### config.mk
export PLATFORM = sky130hd
export DESIGN_NAME = gps_llki_key_loader
export DESIGN_NICKNAME = d
export VERILOG_FILES = /design/src/rtl/gps_llki_key_loader.sv
export SDC_FILE = /design/constraint.sdc
export NUM_CORES = 1
export LEC_CHECK = 0
export CAP_MARGIN = 20
export CORE_AREA = 2 2 176 178
export DETAILED_ROUTE_END_ITERATION = 8
export DIE_AREA = 0 0 178 180
export GPL_ROUTABILITY_DRIVEN = 0
export PLACE_DENSITY = 0.84
export SLEW_MARGIN = 30
export SYNTH_ARGS = -nofsm -noshare
export SYNTH_HDL_FRONTEND = slang
export SYNTH_SLANG_ARGS = --single-unit
### constraint.sdc
create_clock -name sys_clk_50 -period 4.9 [get_ports sys_clk_50]
set_input_delay 0.98 -clock sys_clk_50 [delete_from_list [all_inputs] [get_ports sys_clk_50]]
set_output_delay 0.98 -clock sys_clk_50 [all_outputs]
set_load 0.01 [all_outputs]
### src/rtl/gps_llki_key_loader.sv
// gps_llki_key_loader: LLKI discrete-interface master for the GPS mock-TSS.
// Software fills a KEY_WORDS x 64-bit key buffer, then pulses load_req to
// stream the words to the TSS, or clear_req to have the TSS clear its key.
// Optional build macro: GPS_KEY_LOADER_ZEROIZE_EN (zero the buffer after a
// successful load). The default build leaves the buffer intact after a load.
//
// Key handshake: llkid_key_valid and llkid_key_data are registered and held
// stable until a cycle with valid && ready, which is the one and only
// transfer of that word; valid never depends combinationally on ready.
module gps_llki_key_loader #(
  parameter int KEY_WORDS      = 5,
  parameter int TIMEOUT_CYCLES = 1024,
  parameter int AW             = $clog2(KEY_WORDS)
) (
  input  logic          sys_clk_50,
  input  logic          async_rst_n,
  input  logic          key_wr_en,
  input  logic [AW-1:0] key_wr_addr,
  input  logic [63:0]   key_wr_data,
  input  logic          load_req,
  input  logic          clear_req,
  output logic          busy,
  output logic          done,
  output logic          error,
  output logic [63:0]   llkid_key_data,
  output logic          llkid_key_valid,
  input  logic          llkid_key_ready,
  input  logic          llkid_key_complete,
  output logic          llkid_clear_key,
  input  logic          llkid_clear_key_ack,
  output logic [2:0]    state_dbg
);

  localparam int CW = $clog2(TIMEOUT_CYCLES) + 1;

  typedef enum logic [2:0] {
    IDLE     = 3'd0,
    LOAD     = 3'd1,
    WAIT_CMP = 3'd2,
    CLEAR    = 3'd3,
    WAIT_ACK = 3'd4
  } state_t;

  state_t          state;
  logic [AW-1:0]   idx;
  logic [CW-1:0]   tmo;
  logic [63:0]     key_buf [KEY_WORDS];

  logic            wr_ok;
  logic            wr_bad;
  logic            tmo_hit;
  logic [CW-1:0]   tmo_next;
  logic            last_word;

  assign busy      = (state != IDLE);
  assign state_dbg = state;

  // Buffer writes land only while idle and in range; anything else is flagged.
  assign wr_ok     = key_wr_en && (state == IDLE) && (int'(key_wr_addr) < KEY_WORDS);
  assign wr_bad    = key_wr_en && !wr_ok;
  assign tmo_hit   = (tmo == CW'(TIMEOUT_CYCLES - 1));
  assign tmo_next  = tmo_hit ? tmo : tmo + CW'(1);
  assign last_word = (idx == AW'(KEY_WORDS - 1));

  // Command FSM, key buffer and all registered outputs.
  always_ff @(posedge sys_clk_50 or negedge async_rst_n) begin
    if (!async_rst_n) begin
      state           <= IDLE;
      idx             <= '0;
      tmo             <= '0;
      llkid_key_valid <= 1'b0;
      llkid_key_data  <= '0;
      llkid_clear_key <= 1'b0;
      done            <= 1'b0;
      error           <= 1'b0;
      for (int i = 0; i < KEY_WORDS; i++) key_buf[i] <= '0;
    end else begin
      if (wr_ok) key_buf[key_wr_addr] <= key_wr_data;

      case (state)
        IDLE: begin
          // Clear takes priority over a simultaneous load.
          if (clear_req) begin
            state           <= CLEAR;
            llkid_clear_key <= 1'b1;
            tmo             <= '0;
            done            <= 1'b0;
            error           <= 1'b0;
          end else if (load_req) begin
            state           <= LOAD;
            idx             <= '0;
            tmo             <= '0;
            llkid_key_valid <= 1'b1;
            llkid_key_data  <= key_buf[0];
            done            <= 1'b0;
            error           <= 1'b0;
          end
        end

        LOAD: begin
          if (llkid_key_valid && llkid_key_ready) begin
            tmo <= '0;
            if (last_word) begin
              llkid_key_valid <= 1'b0;
              state           <= WAIT_CMP;
            end else begin
              idx            <= idx + AW'(1);
              llkid_key_data <= key_buf[idx + AW'(1)];
            end
          end else if (tmo_hit) begin
            error           <= 1'b1;
            llkid_key_valid <= 1'b0;
            state           <= IDLE;
          end else begin
            tmo <= tmo_next;
          end
        end

        WAIT_CMP: begin
          if (llkid_key_complete) begin
            done  <= 1'b1;
            state <= IDLE;
`ifdef GPS_KEY_LOADER_ZEROIZE_EN
            for (int i = 0; i < KEY_WORDS; i++) key_buf[i] <= '0;
`endif
          end else if (tmo_hit) begin
            error <= 1'b1;
            state <= IDLE;
          end else begin
            tmo <= tmo_next;
          end
        end

        CLEAR: begin
          if (llkid_clear_key_ack) begin
            llkid_clear_key <= 1'b0;
            tmo             <= '0;
            state           <= WAIT_ACK;
          end else if (tmo_hit) begin
            error           <= 1'b1;
            llkid_clear_key <= 1'b0;
            state           <= IDLE;
          end else begin
            tmo <= tmo_next;
          end
        end

        WAIT_ACK: begin
          if (!llkid_clear_key_ack) begin
            done  <= 1'b1;
            state <= IDLE;
            for (int i = 0; i < KEY_WORDS; i++) key_buf[i] <= '0;
          end else if (tmo_hit) begin
            error <= 1'b1;
            state <= IDLE;
          end else begin
            tmo <= tmo_next;
          end
        end

        default: state <= IDLE;
      endcase

      // A dropped write always flags, even on the edge a command is accepted.
      if (wr_bad) error <= 1'b1;
    end
  end

endmodule
==> key figures <==
Clocking
  • PostCTS Resize Cnt: 0
  • Clk Tree Root Cell: sky130_fd_sc_hd__clkbuf_16
  • CTS tree: yes
  • Clock transition at the registers of the reported paths: 60 ps
  • Post-CTS Setup Repair Bufs: 0
  • Clock sink total: 405
  • Insertion delay of the later-clocked pin in the worst-skew pair: 530 ps
  • TritonCTS buffer count: 42
  • Number of hold-repair buffers added at the cts stage: 0
  • Maximum level of the CTS H-tree: 2
  • Worst-case clock buffer depth: 3

GRT
  • Number of global-route vias before repair: 16,000
  • Pin count of the biggest net entering global routing: 140
  • Wire length of the first global-routing pass: 84,400 um
  • Total global-route track usage: 33.4%
  • Overall overflow remaining after global route: 0
  • Number of antenna violations at the first check in global routing: 1

Setup path
  • Reg2Reg Depth: 7
  • Worst reg2reg path endpoint: key_buf[82]$_DFF_PN0_
  • Minimum setup slack among reg-to-reg paths: roughly 1600 ps
  • Crit path DAT: 2360 ps
  • Critical path class: reg -> out
  • Element type at the critical path end: output port
  • Critical Path Fanout Max: 16
  • Req. time, crit path: 3920 ps
  • Kind of launch point of the worst setup path: register
  • Reg-to-reg critical path startpoint: state_dbg[2]$_DFFE_PN0P_
  • Crit path from: state_dbg[2]$_DFFE_PN0P_

Logic synthesis
  • Number of warnings issued by yosys: 0
  • Compound-cell area share of the yosys netlist: 17.0%
  • Post-synthesis instance area: around 19,000 um2
  • Multiplexer fraction of the synthesized cell area: 7.81%
  • Main combinational cell family by area after synthesis: compound AO/OA/AOI/OAI gates
  • Count of mapped cells out of synthesis: 1,994
  • Largest cells by area after synthesis: sky130_fd_sc_hd__dfrtp_1, sky130_fd_sc_hd__nand2_1, sky130_fd_sc_hd__a21oi_1, sky130_fd_sc_hd__mux4_2, sky130_fd_sc_hd__a221o_1
  • Xor and xnor area share after synthesis: 0.234%
  • Post-synthesis cell type count: 45
  • Seq/Total Area, Yosys: 54.2%
  • Post-Synthesis Net Count: between 2,000 and 2,500
  • Number of enable flip-flop cells after synthesis: 0
  • Cell type contributing the most total cell area after synthesis: sky130_fd_sc_hd__dfrtp_1
  • Most frequently used flop master after synthesis: sky130_fd_sc_hd__dfrtp_1
  • Mean area per synthesized cell: approximately 9.4 um2
  • Ys async rst share: 100%
  • Adder and majority cell fraction of the synthesized area: 0.201%
  • Share of the synthesized area in the top cell type: a little over half
  • Post-synthesis share of cell area spent on and, or, nand and nor gates: ~17%
  • #FFs+latches synth: 405

Drt
  • Violation count after the first detailed-route iteration: 2,105
  • DR WL/cell: 21.3 um
  • Detail Route Antenna Nets: 0
  • Detailed-route wire length: approximately 53,000 um
  • Number of vias per cell: around 6.4
  • Detailed-route via count: 15,900
  • Number of DRC violations after detailed routing: 0
  • Drt pass-1 iters: 8

STA
  • Final number of hold-violating endpoints: 0
  • Worst Max-Slew Pin Slew: between 1000 and 1500 ps
  • Fin Setup TNS: 0 ps
  • Fin Clk Skew: 10.9 ps
  • Max Freq: 299 MHz
  • Number of setup violations in the final report: 0
  • Final Slew Violations: 0
  • Minimum period implied by the final worst setup slack: ~3300 ps
  • Relative slew slack: 31.5%
  • RSZ-0062 raised after global routing: false
  • Final worst-path cycle share: around two thirds

Die
  • Vertical extent of the die: 180 um
  • X dimension of the die: 178 um
  • Io pins: ~150
  • Initial core utilization: 62.0%
  • Total die area: about 32,000 um2
  • Std-Cell Core Area: 30,200 um2
  • Placement Rows: 64

Placed design
  • Area after detailed placement: 20,300 um2
  • PortBufs: roughly 150
  • Estimated wirelength of the detail-placed design: 28,200 um

Worst hold path
  • HP Class: in -> async

Final layout
  • Ratio of cells with drive above 1 in the final layout: 8.93%
  • Post-route core utilization: 72.2%
  • Filler cell count: 2,121
  • # nets final: 2,128
  • Layout-stage area growth over the synthesis result: 16.6%
  • Final design instance area without fill: 21,800 um2

Pwr
  • Pwr Density: between 600 and 700 nW/um2
  • Largest voltage drop on the vdd net: 399 uV
  • LEAKAGE: 0.00927 uW

Flow run
  • Max-cap check violation count: 0

Run status
  • Result of the run: complete, no violations
==> routing by layer <==
layer  GRT usage, %  routed length, um  vias up
li1               -                  -     6964
met1           45.6              19700     7712
met2           53.4              25700     1019
met3           6.64               5700      182
met4           12.7               1800        0
met5              0                  0        -
==> state kept, by name, summed over array words and instances, names as in the netlist <==
name / cells
tmo: 11
idx: 3
done: 1
state_dbg: 3
error: 1
llkid_clear_key: 1
llkid_key_valid: 1
llkid_key_data: 64
key_buf: 320
==> power breakdown <==
| part | switching, uW | internal [uW] | leakage (uW) |
|---|---|---|---|
| clock network | 1340 | 2020 | 0.000725 |
| registers | 1020 | 4950 | 0.00525 |
| logic | 2890 | 2700 | 0.00330 |
==> synth_stat cells (2+ instances only) <==
library cell and number:
sky130_fd_sc_hd__mux4_2 63, sky130_fd_sc_hd__inv_1 7, sky130_fd_sc_hd__clkbuf_1 114, sky130_fd_sc_hd__nand4_1 3, sky130_fd_sc_hd__nor2b_1 4, sky130_fd_sc_hd__a211oi_1 4, sky130_fd_sc_hd__nand2b_1 2, sky130_fd_sc_hd__o21ai_0 130
sky130_fd_sc_hd__xnor2_1 5, sky130_fd_sc_hd__ha_1 3, sky130_fd_sc_hd__a311oi_1 2, sky130_fd_sc_hd__nand3b_1 3, sky130_fd_sc_hd__and3_1 2, sky130_fd_sc_hd__dfrtp_1 405, sky130_fd_sc_hd__buf_4 27, sky130_fd_sc_hd__and2_1 3
sky130_fd_sc_hd__nor3b_1 2, sky130_fd_sc_hd__o21ai_1 13, sky130_fd_sc_hd__mux2i_1 2, sky130_fd_sc_hd__buf_1 4, sky130_fd_sc_hd__nor3_1 6, sky130_fd_sc_hd__nand2_1 721, sky130_fd_sc_hd__nor2_1 23, sky130_fd_sc_hd__mux2_2 2
sky130_fd_sc_hd__a21oi_1 336, sky130_fd_sc_hd__a22o_1 2, sky130_fd_sc_hd__nand3_1 5, sky130_fd_sc_hd__a221o_1 66, sky130_fd_sc_hd__buf_2 18, sky130_fd_sc_hd__and3b_1 2
==> how the worst max path moves through the flow <==
stage | cells past startpoint | slack [ps] | to
after CTS | 3 | 1560 | busy
after detailed placement | 6 | 1420 | key_buf[67]$_DFF_PN0_
final | 3 | 1560 | busy
after global routing | 7 | 1410 | key_buf[82]$_DFF_PN0_
after floorplan | 12 | 1730 | llkid_key_data[10]$_DFFE_PN0P_
after global placement | 6 | 1440 | key_buf[74]$_DFF_PN0_
==> worst max-delay path: stages (launching register included) <==
cell                              delay (ps)
sky130_fd_sc_hd__dfrtp_1                 580
sky130_fd_sc_hd__nor3_4                  560
sky130_fd_sc_hd__inv_2                   170
sky130_fd_sc_hd__clkdlybuf4s50_1         510
==> kinds of logic (layout without fill, tap and decap cells) <==
group	count (synthesis)	after routing
other	0	1
AND/OR/NAND/NOR	784	784
XOR/XNOR	5	5
multiplexers	67	67
flip-flops	405	405
buffers and inverters	171	260
AO/OA/AOI/OAI	559	559
adder cells (fa/ha/maj)	3	3
==> layout make-up <==
cell class                      count  area [um2]  share of cell area (%)
Inverter                            8        30.0                   0.138
Clock inverter                     14         184                   0.844
Multi-Input combinational cell   1418        7880                    36.1
Timing Repair Buffer              175        1800                    8.24
Sequential cell                   405       10100                    46.5
Tap cell                          396         495                    2.27
Clock buffer                       63        1280                    5.88
Antenna cell                        1        2.50                  0.0115
==> placed cells by master, fill, tap and decap left out, drive strengths merged, types with 2 or more instances in the layout <==
cell           count
nand3              5
xnor2              5
o21ai            143
nand4              3
ha                 3
inv                9
and3b              2
a221o             66
nand2b             2
clkbuf            63
mux2i              2
dfrtp            405
nor3               7
a22o               2
nor2b              4
a21oi            337
mux2               2
nor3b              3
a311oi             2
nor2              23
clkdlybuf4s50    145
buf               30
and2               4
nand2            721
nand3b             3
and3               2
bufinv             4
clkinv             8
a211oi             4
mux4              63
==> per-stage QoR <==
stage	setup WS, ps	power, uW	hold WS (ps)	instances
after detailed placement	1420	11500	470	2402
after CTS	1560	14900	477	2479
after floorplan	1730	9550	463	1994
final	1560	14900	432	2480
after global routing	1410	15800	493	2480
after global placement	1440	11100	461	2402
Note: power is estimated with default switching activity, not from simulation.
